===== config.mk =====
export PLATFORM = sky130hd
export DESIGN_NAME = sum_window_accumulator
export DESIGN_NICKNAME = d
export VERILOG_FILES = /design/src/rtl/sum_window_accumulator.sv
export SDC_FILE = /design/constraint.sdc
export NUM_CORES = 1
export LEC_CHECK = 0
export ABC_AREA = 1
export BUFFER_PORTS_ARGS = -buffer_cell sky130_fd_sc_hd__clkbuf_2
export CORE_MARGIN = 4
export CORE_UTILIZATION = 25
export DETAILED_ROUTE_END_ITERATION = 8
export GPL_TIMING_DRIVEN = 0
export SYNTH_ARGS = -nofsm -noshare
export SYNTH_HDL_FRONTEND = slang
export SYNTH_SLANG_ARGS = --single-unit

===== constraint.sdc =====
create_clock -name clk -period 5.9 [get_ports clk]
set_input_delay 0.295 -clock clk [delete_from_list [all_inputs] [get_ports clk]]
set_output_delay 0.295 -clock clk [all_outputs]
set_load 0.02 [all_outputs]

===== src/rtl/sum_window_accumulator.sv =====
// Accumulates up to WINDOW unsigned sum samples into a saturating total and
// presents total, sample count and saturation flag until the consumer accepts.
module sum_window_accumulator #(
  parameter int DATA_W = 8,
  parameter int WINDOW = 4,
  parameter int ACC_W  = 12
) (
  input  logic              clk,
  input  logic              rst,
  input  logic [DATA_W-1:0] in_data,
  input  logic              in_valid,
  output logic              in_ready,
  input  logic              flush,
  output logic [ACC_W-1:0]  out_sum,
  output logic [7:0]        out_count,
  output logic              out_sat,
  output logic              out_valid,
  input  logic              out_ready
);

  typedef enum logic {ACCUM, HOLD} state_t;

  state_t            state, state_next;
  logic [ACC_W-1:0]  acc, acc_next;
  logic [7:0]        cnt, cnt_next;
  logic              sat, sat_next;
  logic [ACC_W:0]    in_ext;
  logic [ACC_W:0]    acc_sum;
  logic              accept;
  logic              rel;
  logic              close;

  assign in_ext    = {{(ACC_W + 1 - DATA_W){1'b0}}, in_data};
  assign acc_sum   = {1'b0, acc} + in_ext;
  assign in_ready  = (state == ACCUM);
  assign out_valid = (state == HOLD);
  assign accept    = in_valid & in_ready;
  assign rel       = out_valid & out_ready;

  always_ff @(posedge clk or posedge rst) begin
    if (rst) begin
      state <= ACCUM;
      acc   <= '0;
      cnt   <= '0;
      sat   <= 1'b0;
    end else begin
      state <= state_next;
      acc   <= acc_next;
      cnt   <= cnt_next;
      sat   <= sat_next;
    end
  end

  // A carry out of the accumulator clamps it to all-ones and marks the window saturated.
  always_comb begin
    state_next = state;
    acc_next   = acc;
    cnt_next   = cnt;
    sat_next   = sat;
    close      = 1'b0;
    case (state)
      ACCUM: begin
        if (accept) begin
          acc_next = acc_sum[ACC_W] ? '1 : acc_sum[ACC_W-1:0];
          cnt_next = cnt + 8'd1;
          sat_next = sat | acc_sum[ACC_W];
        end
        if ((accept && (cnt == 8'(WINDOW - 1))) || (flush && ((cnt != 8'd0) || accept))) begin
          close      = 1'b1;
          state_next = HOLD;
        end
      end
      HOLD: begin
        if (rel) begin
          acc_next   = '0;
          cnt_next   = '0;
          sat_next   = 1'b0;
          state_next = ACCUM;
        end
      end
      default: state_next = ACCUM;
    endcase
  end

  // Result fields are captured once on entry to HOLD so they stay stable until released.
  always_ff @(posedge clk or posedge rst) begin
    if (rst) begin
      out_sum   <= '0;
      out_count <= '0;
      out_sat   <= 1'b0;
    end else if (close) begin
      out_sum   <= acc_next;
      out_count <= cnt_next;
      out_sat   <= sat_next;
    end
  end

endmodule


==> results.json, run 1 <==
{
  "status": "completed",
  "cts_resized": 0,
  "yosys-top-cells-area": "dfrtp_1, nand2_1, nand3_1",
  "min-delay-start": "out_ready",
  "total_power_mw": 1.19,
  "dr.pass1.iters": 5,
  "clk_pin_slew_ns": 0.08,
  "reg2reg_depth": 12,
  "die-area_mm2": 0.0111,
  "drtIter0Drc": 99,
  "ctsHoldBuffers": 1,
  "holdWs_ns": 0.327,
  "leakagePower_nw": 1.55,
  "synth_top_cell_by_area": "dfrtp_1",
  "viasPerCell": 4.42,
  "avgSynthCellArea_um2": 7.72,
  "wl_mm": 5.51,
  "ir_worst_vdd_mv": 0.0973,
  "finalSetupTns_ns": 0,
  "cts_tree": "yes",
  "regToRegEndpoint": "out_sum[9]",
  "cts_buffer_depth": 2,
  "start_util_pct": 25.7,
  "layout.cells.non_filler": 461,
  "required_ns": 6.10,
  "rsz0062_at_grt": "no",
  "setup_slack_ns": 3.72,
  "cts_buffers": 5,
  "wl_per_cell_um": 12.0,
  "p_per_area_mw_per_mm2": 425,
  "syn_area_mm2": 0.00236,
  "area_growth_syn_to_layout_pct": 18.3,
  "period_share_pct": 36.9,
  "synth_cell_type_count": 28,
  "antenna_found_initial": 0,
  "timing.final.max_slew_violations": 0,
  "num_antenna_cells": 0,
  "endpoint_kind": "register",
  "fmax_mhz": 459,
  "reg2reg_slack_ns": 3.72,
  "worstHoldPathType": "in -> reg",
  "grt_pass1_wl_mm": 9.61,
  "route.vias.total": 2038,
  "crit_arrival_ns": 2.37,
  "finalInstanceArea_mm2": 0.00279,
  "cts_setup_buffers": 0,
  "die_height_um": 105,
  "dp_hpwl_mm": 4.31,
  "critPathKind": "reg -> reg",
  "path_max_fanout": 6,
  "max_slew_margin_pct": 71.1,
  "fin_crit_ns": 2.18,
  "fillCellCount": 999,
  "yosysTopAreaCellShare_pct": 45.6,
  "reg2reg_from": "acc[0]",
  "whs_path_depth": 4,
  "ys_seq_area_share_pct": 45.6,
  "worst_pin_slew_ns": 0.433,
  "placed_area_mm2": 0.00270,
  "fin_nets": 374,
  "fp.dieW_um": 105,
  "globalRouteTotalUtil_pct": 10.5,
  "grt_pass1_vias": 2051,
  "whs_endpoint": "acc[2]",
  "drc": 0,
  "clkLatencyLatePin_ns": 0.30,
  "setup_viol": 0,
  "ys_ff_latch": 43,
  "final_antenna_net_count": 0,
  "worstSetupStartpointType": "register",
  "rows": 35,
  "htree_levels": 2,
  "pre_cts_slack_ns": 3.67,
  "port-buffer-count": 35,
  "synth_nets": 330,
  "core_mm2": 0.00920,
  "grt_overflow": 0,
  "grt_max_degree": 39,
  "cap_violations": 0,
  "syn_inst": 306,
  "fin_util_pct": 30.4,
  "hold_viol_final": 0,
  "ctsRootBufferMaster": "clkbuf_8",
  "finClkSkew_ns": 0.00730,
  "drive_gt1_share_pct": 17.4,
  "gp_congestion": 0.833,
  "dp_cells": 453,
  "cts.sinks": 43,
  "boundaryPins": 36,
  "yosysWarnings": 0
}
-- worst max path at each step --
stage | start | to | depth (start not counted)
after floorplan | acc[0] | out_sum[3] | 11
after global placement | in_data[0] | out_sum[7] | 13
after detailed placement | in_data[0] | out_sum[9] | 13
after CTS | acc[0] | out_sum[9] | 12
after global routing | acc[0] | out_sum[5] | 12
final | acc[0] | out_sum[9] | 12
-- logic make-up (layout without fill, tap and decap cells) --
group                      after synthesis  in the layout  synth area share [%]
and+or+nand+nor                        178            178                  31.8
DFF                                     43             43                  45.6
buffers and inverters                   40             84                  7.42
AOI/OAI and AO/OA                       31             31                  7.95
adders and majority gates               11             11                  6.15
xor gates and xnor gates                 3              3                  1.11
-- per-layer routing --
metal / up-vias / part of all wire, % / global-route usage [%]
li1: 1049 / - / -
met1: 937 / 47 / 13.4
met2: 43 / 48 / 17.7
met3: 9 / 3.1 / 2.04
met4: 0 / 1.6 / 3.66
met5: - / 0 / 0
-- cell usage after synthesis --
library cell	count
a21o_1	2
inv_2	3
a21boi_0	8
xnor2_1	3
nor2_4	2
buf_6	2
o21ai_2	2
nor3_1	2
o21ai_1	1
nand2_4	1
nand3_2	1
and2_1	1
o21ai_0	8
fa_1	1
nand2_1	124
nor2_2	1
inv_4	1
buf_4	2
inv_1	31
buf_1	1
nand2_2	1
a21oi_1	10
nor2_1	15
nor3_2	1
nand3_1	28
dfrtp_1	43
ha_1	10
nand4_1	1
-- registers in the layout (all words and copies together), names as in the netlist --
register   flops
out_count      8
cnt            8
out_sat        1
out_sum       12
acc           12
sat            1
out_valid      1
-- cell type report --
cell class / count / area (µm²) / share of cell area, %
Inverter: 35 / 134 / 4.79
Clock buffer: 6 / 82.6 / 2.96
Tap cell: 111 / 139 / 4.97
Timing Repair Buffer: 37 / 205 / 7.35
Multi-Input combinational cell: 223 / 1110 / 39.7
Clock inverter: 1 / 5.00 / 0.179
Buffer: 5 / 41.3 / 1.48
Sequential cell: 43 / 1080 / 38.5
-- critical path: stages (launching register included) --
cell and delay [ns]:
dfrtp_1 0.39, ha_1 0.23, fa_1 0.41, nand3_1 0.10
nand2_1 0.10, nand2_1 0.09, nand3_2 0.13, nand3_1 0.24
o21ai_0 0.14, inv_1 0.07, nand2_1 0.06, nand2_1 0.06
nand2_1 0.05
-- layout by cell type, fill, tap and decap left out, drive strengths merged --
master / instances
a21boi: 8
xnor2: 3
dlygate4sd3: 1
buf: 6
nor3: 3
clkinv: 1
dfrtp: 43
nor2: 18
nand2: 126
inv: 35
ha: 10
and2: 1
a21oi: 10
nand3: 29
a21o: 2
nand4: 1
fa: 1
o21ai: 11
clkbuf: 41
-- where the power goes --
group          total (mW)  internal, mW  switching, mW
Sequential          0.431         0.376         0.0546
Clock               0.192        0.0920         0.0999
Combinational       0.563         0.196          0.367
Total                1.19         0.664          0.521
Note: power is estimated with default switching activity, not from simulation.
==> inputs of run 2 (changes only) <==
==> constraint.sdc (replaced) <==
create_clock -name clk -period 2.1 [get_ports clk]
set_input_delay 0.105 -clock clk [delete_from_list [all_inputs] [get_ports clk]]
set_output_delay 0.105 -clock clk [all_outputs]
set_load 0.02 [all_outputs]
==> results.json, run 2 (same netlist as run 1, synthesis figures left out) <==
{
  "drive_gt1_share_pct": 18.9,
  "largestRegisters": "acc x12, out_sum x12",
  "area_growth_syn_to_layout_pct": 19.8,
  "fin_crit_ns": 1.97,
  "endpoint_kind": "register",
  "final_common_cell": "nand2_1",
  "fin_nets": 374,
  "period_share_pct": 94.0,
  "cts_buffer_depth": 2,
  "hold_viol_final": 0,
  "grt_max_degree": 39,
  "regToRegEndpoint": "out_sum[8]",
  "start_util_pct": 25.7,
  "gp_congestion": 0.833,
  "fin_util_pct": 30.7,
  "num_antenna_cells": 0,
  "final_antenna_net_count": 0,
  "die-area_mm2": 0.0111,
  "cts_tree": "yes",
  "fmax_mhz": 507,
  "core_mm2": 0.00920,
  "pre_cts_slack_ns": -0.106,
  "cts.sinks": 43,
  "rows": 35,
  "grt_pass1_vias": 2064,
  "seq_area_mm2": 0.00108,
  "max_slew_margin_pct": 56.1,
  "port-buffer-count": 35,
  "boundaryPins": 36,
  "ir_worst_vdd_mv": 0.275,
  "dp_hpwl_mm": 4.31,
  "critPathKind": "reg -> reg",
  "finClkSkew_ns": 0.00610,
  "reg2reg_from": "acc[0]",
  "wl_mm": 5.60,
  "reg2reg_depth": 11,
  "status": "completed",
  "cts_buffers": 5,
  "reg2reg_slack_ns": 0.13,
  "fillCellCount": 994,
  "clk_pin_slew_ns": 0.08,
  "path_max_fanout": 5,
  "htree_levels": 2,
  "drtIter0Drc": 127,
  "fp.dieW_um": 105,
  "worst_pin_slew_ns": 0.653,
  "mostFrequentLayoutCells": "nand2_1, dfrtp_1, clkbuf_2",
  "p_per_area_mw_per_mm2": 1190,
  "crit_arrival_ns": 2.22,
  "route.vias.total": 2052,
  "required_ns": 2.34,
  "crit_path_start": "acc[0]",
  "worstHoldPathType": "in -> reg",
  "holdWs_ns": 0.127,
  "clkLatencyLatePin_ns": 0.30,
  "wl_per_cell_um": 12.1,
  "cap_violations": 0,
  "setup_viol": 0,
  "worstSetupStartpointType": "register",
  "viasPerCell": 4.45,
  "grt_overflow": 0,
  "rsz0062_at_grt": "no",
  "antenna_found_initial": 0,
  "globalRouteTotalUtil_pct": 10.6,
  "timing.final.max_slew_violations": 0,
  "die_height_um": 105,
  "cts_setup_buffers": 0,
  "dr.pass1.iters": 4,
  "drc": 0,
  "ctsRootBufferMaster": "clkbuf_8",
  "cp-endpoint": "out_sum[8]",
  "leakagePower_nw": 1.57,
  "multiInputGateArea_mm2": 0.00114,
  "grt_pass1_wl_mm": 9.69,
  "setup_slack_ns": 0.126,
  "whs_path_depth": 4
}
[run 2: cell counts in the layout (fill, tap and decap cells not counted)]
No cell type changed its count.
[run 2: repair_timing]
item,in CTS,in global routing
endpoints found under the setup margin,11,13
gates resized for setup,5,3
hold buffers,1,0
gates cloned,0,0
hold endpoints to repair,43,0
[run 2: per-stage QoR]
step                      TNS, ns  total power, mW  area [µm²]  std cells
final                           0             3.36        2830        461
after global placement     -0.328             2.79        2680        452
after CTS                       0             3.41        2820        461
after floorplan                 0             2.38        2360        306
after global routing            0             3.66        2830        461
after detailed placement   -0.617             2.83        2700        453
[run 2: cell type report]
class	count	area share [%]
multi-input combinational	223	40.5
sequential	43	38.1
timing repair buffer	37	7.26
tap	111	4.91
inverter	35	4.73
clock buffer	6	2.92
buffer	5	1.46
clock inverter	1	0.177
[run 2: metal layers]
| layer | up-vias | routed length, µm | track usage [%] |
|---|---|---|---|
| met5 | - | 0 | 0 |
| met4 | 0 | 80 | 3.47 |
| met3 | 7 | 218 | 2.04 |
| met2 | 42 | 2740 | 18.0 |
| met1 | 952 | 2560 | 13.5 |
| li1 | 1051 | - | - |
[run 2: worst min path at each step]
stage / to / startpoint / slack, ns
final: acc[2] / out_ready / 0.13
after global routing: acc[2] / out_ready / 0.16
after CTS: acc[2] / out_ready / 0.12
after detailed placement: out_sum[5] / rst / -0.007
after global placement: acc[2] / out_ready / 0.44
after floorplan: acc[2] / out_ready / 0.29
[run 2: power breakdown]
part | internal [mW] | switching (mW)
registers | 1.06 | 0.154
logic | 0.561 | 1.05
clock network | 0.258 | 0.280
[run 2: critical path, stage by stage (launching register included)]
cell	delay, ns
dfrtp_1	0.39
ha_1	0.23
fa_2	0.36
nand3_1	0.10
nand2_2	0.09
nand2_2	0.09
nand3_4	0.12
nand2_1	0.12
nand3_1	0.09
o21ai_0	0.17
nand2_1	0.09
nand2_1	0.07
==> inputs of run 3 (changes only) <==
==> constraint.sdc (replaced) <==
create_clock -name clk -period 1.74 [get_ports clk]
set_input_delay 0.087 -clock clk [delete_from_list [all_inputs] [get_ports clk]]
set_output_delay 0.087 -clock clk [all_outputs]
set_load 0.02 [all_outputs]
==> results.json, run 3 (same netlist as run 1, synthesis figures left out) <==
{
  "wl_mm": 5.71,
  "finalInstanceArea_mm2": 0.00302,
  "whs_endpoint": "acc[2]",
  "drc": 0,
  "worstHoldPathType": "in -> reg",
  "critPathKind": "reg -> reg",
  "globalRouteTotalUtil_pct": 10.8,
  "worstSetupStartpointType": "register",
  "finClkSkew_ns": 0.00776,
  "reg2reg_slack_ns": -0.16,
  "p_per_area_mw_per_mm2": 1470,
  "fmax_mhz": 526,
  "seq_area_mm2": 0.00108,
  "path_delay_family": "simple AND/OR/NAND/NOR gates",
  "setup_viol": 22,
  "cp_num_buf_inv": 0,
  "start_util_pct": 25.7,
  "grt_overflow": 0,
  "ir_worst_vdd_mv": 0.393,
  "grt_max_degree": 43,
  "viasPerCell": 4.39,
  "cp_slowest_cell": "dfrtp_1",
  "rows": 35,
  "crit_top_cell": "nand2_1",
  "whs_path_depth": 4,
  "boundaryPins": 36,
  "crit_arrival_ns": 2.09,
  "max_slew_margin_pct": 54.3,
  "die-area_mm2": 0.0111,
  "clkLatencyLatePin_ns": 0.29,
  "cts_buffers": 5,
  "violations": "negative setup slack",
  "layout.cells.non_filler": 469,
  "rsz0062_at_grt": "yes",
  "placed_area_mm2": 0.00271,
  "reg2reg_from": "acc[0]",
  "core_mm2": 0.00920,
  "min-delay-start": "out_ready",
  "drive_gt1_share_pct": 27.1,
  "route.vias.total": 2059,
  "timing.final.max_slew_violations": 0,
  "grt_pass1_wl_mm": 9.87,
  "fillCellCount": 988,
  "cp.depth": 11,
  "leakagePower_nw": 1.63,
  "gp_congestion": 0.861,
  "dr.pass1.iters": 5,
  "fin_util_pct": 32.9,
  "cts.sinks": 43,
  "status": "finished, violations left",
  "largestRegisters": "acc x12, out_sum x12",
  "port-buffer-count": 35,
  "clk_pin_slew_ns": 0.09,
  "drtIter0Drc": 83,
  "slowest_delay_ns": 0.41,
  "fp.dieW_um": 105,
  "reg2reg_depth": 11,
  "cap_violations": 0,
  "setup_slack_ns": -0.161,
  "num_antenna_cells": 0,
  "wl_per_cell_um": 12.2,
  "final_common_cell": "nand2_1",
  "endpoint_kind": "register",
  "die_height_um": 105,
  "ctsRootBufferMaster": "clkbuf_8",
  "holdWs_ns": 0.107,
  "cts_buffer_depth": 2,
  "area_growth_syn_to_layout_pct": 28.1,
  "fin_nets": 381,
  "path_max_fanout": 6,
  "required_ns": 1.93,
  "mostFrequentLayoutCells": "nand2_1, dfrtp_1, clkbuf_2",
  "crit_path_cell_trace": "ha_4 > fa_2 > nand3_2 > nand2_2 > nand2_2 > nand3_4 > nand2_4 > nand2_1 > a21o_1 > nand2_1 > nand2_1",
  "worst_pin_slew_ns": 0.681,
  "multiInputGateArea_mm2": 0.00125,
  "regToRegEndpoint": "out_sum[4]",
  "dp_cells": 453,
  "final_antenna_net_count": 0,
  "period_share_pct": 109,
  "antenna_found_initial": 0,
  "htree_levels": 2,
  "fin_crit_ns": 1.90,
  "hold_viol_final": 0,
  "dp_hpwl_mm": 4.39,
  "grt_pass1_vias": 2119,
  "cts_tree": "yes"
}
-- run 3: worst max-delay path by stage --
| stage | end | slack (ns) | startpoint |
|---|---|---|---|
| floorplan | out_sum[3] | -0.01 | acc[0] |
| global route | out_sum[4] | -0.26 | acc[0] |
| global placement | out_sum[7] | -0.28 | acc[0] |
| CTS | out_sum[4] | -0.14 | acc[0] |
| detailed placement | out_sum[5] | -0.30 | acc[0] |
| finish | out_sum[4] | -0.16 | acc[0] |
-- run 3: repair_timing --
| item | in CTS | in global routing |
|---|---|---|
| resized for setup | 21 | 16 |
| hold buffers | 1 | 0 |
| endpoints found under the setup margin | 26 | 30 |
| hold endpoints to repair | 43 | 0 |
| buffers inserted | 3 | 4 |
| pin swaps | 2 | 6 |
-- run 3: per-stage QoR --
step	setup slack [ns]	power, mW	TNS [ns]
after floorplan	-0.00951	2.88	-0.0190
after global placement	-0.276	3.40	-4.26
after detailed placement	-0.301	3.43	-5.15
after CTS	-0.142	4.38	-1.44
after global routing	-0.260	4.82	-3.99
final	-0.161	4.44	-1.64
-- run 3: where the power goes --
group	leakage (nW)	total, mW	internal [mW]	switching, mW
Clock	0.0612	0.807	0.465	0.342
Sequential	0.571	1.48	1.28	0.204
Combinational	0.993	2.15	0.802	1.34
-- run 3: cell type report --
| cell class | count | share of cell area, % |
|---|---|---|
| Clock inverter | 2 | 1.16 |
| Tap cell | 111 | 4.59 |
| Timing Repair Buffer | 44 | 8.77 |
| Inverter | 35 | 4.51 |
| Multi-Input combinational cell | 223 | 41.2 |
| Sequential cell | 43 | 35.6 |
| Clock buffer | 6 | 2.73 |
| Buffer | 5 | 1.37 |
-- run 3: metal layers --
metal,global-route usage [%],vias up,wire length (µm)
li1,-,1060,-
met1,13.1,967,2580
met2,19.2,27,2950
met3,2.16,5,138
met4,2.72,0,49
met5,0,-,0
-- run 3: worst register-to-register path: stages, from the launching register on --
cell and delay, ns:
dfrtp_1 0.41, ha_4 0.17, fa_2 0.35, nand3_2 0.10, nand2_2 0.06, nand2_2 0.08, nand3_4 0.12, nand2_4 0.14
nand2_1 0.06, a21o_1 0.18, nand2_1 0.06, nand2_1 0.05
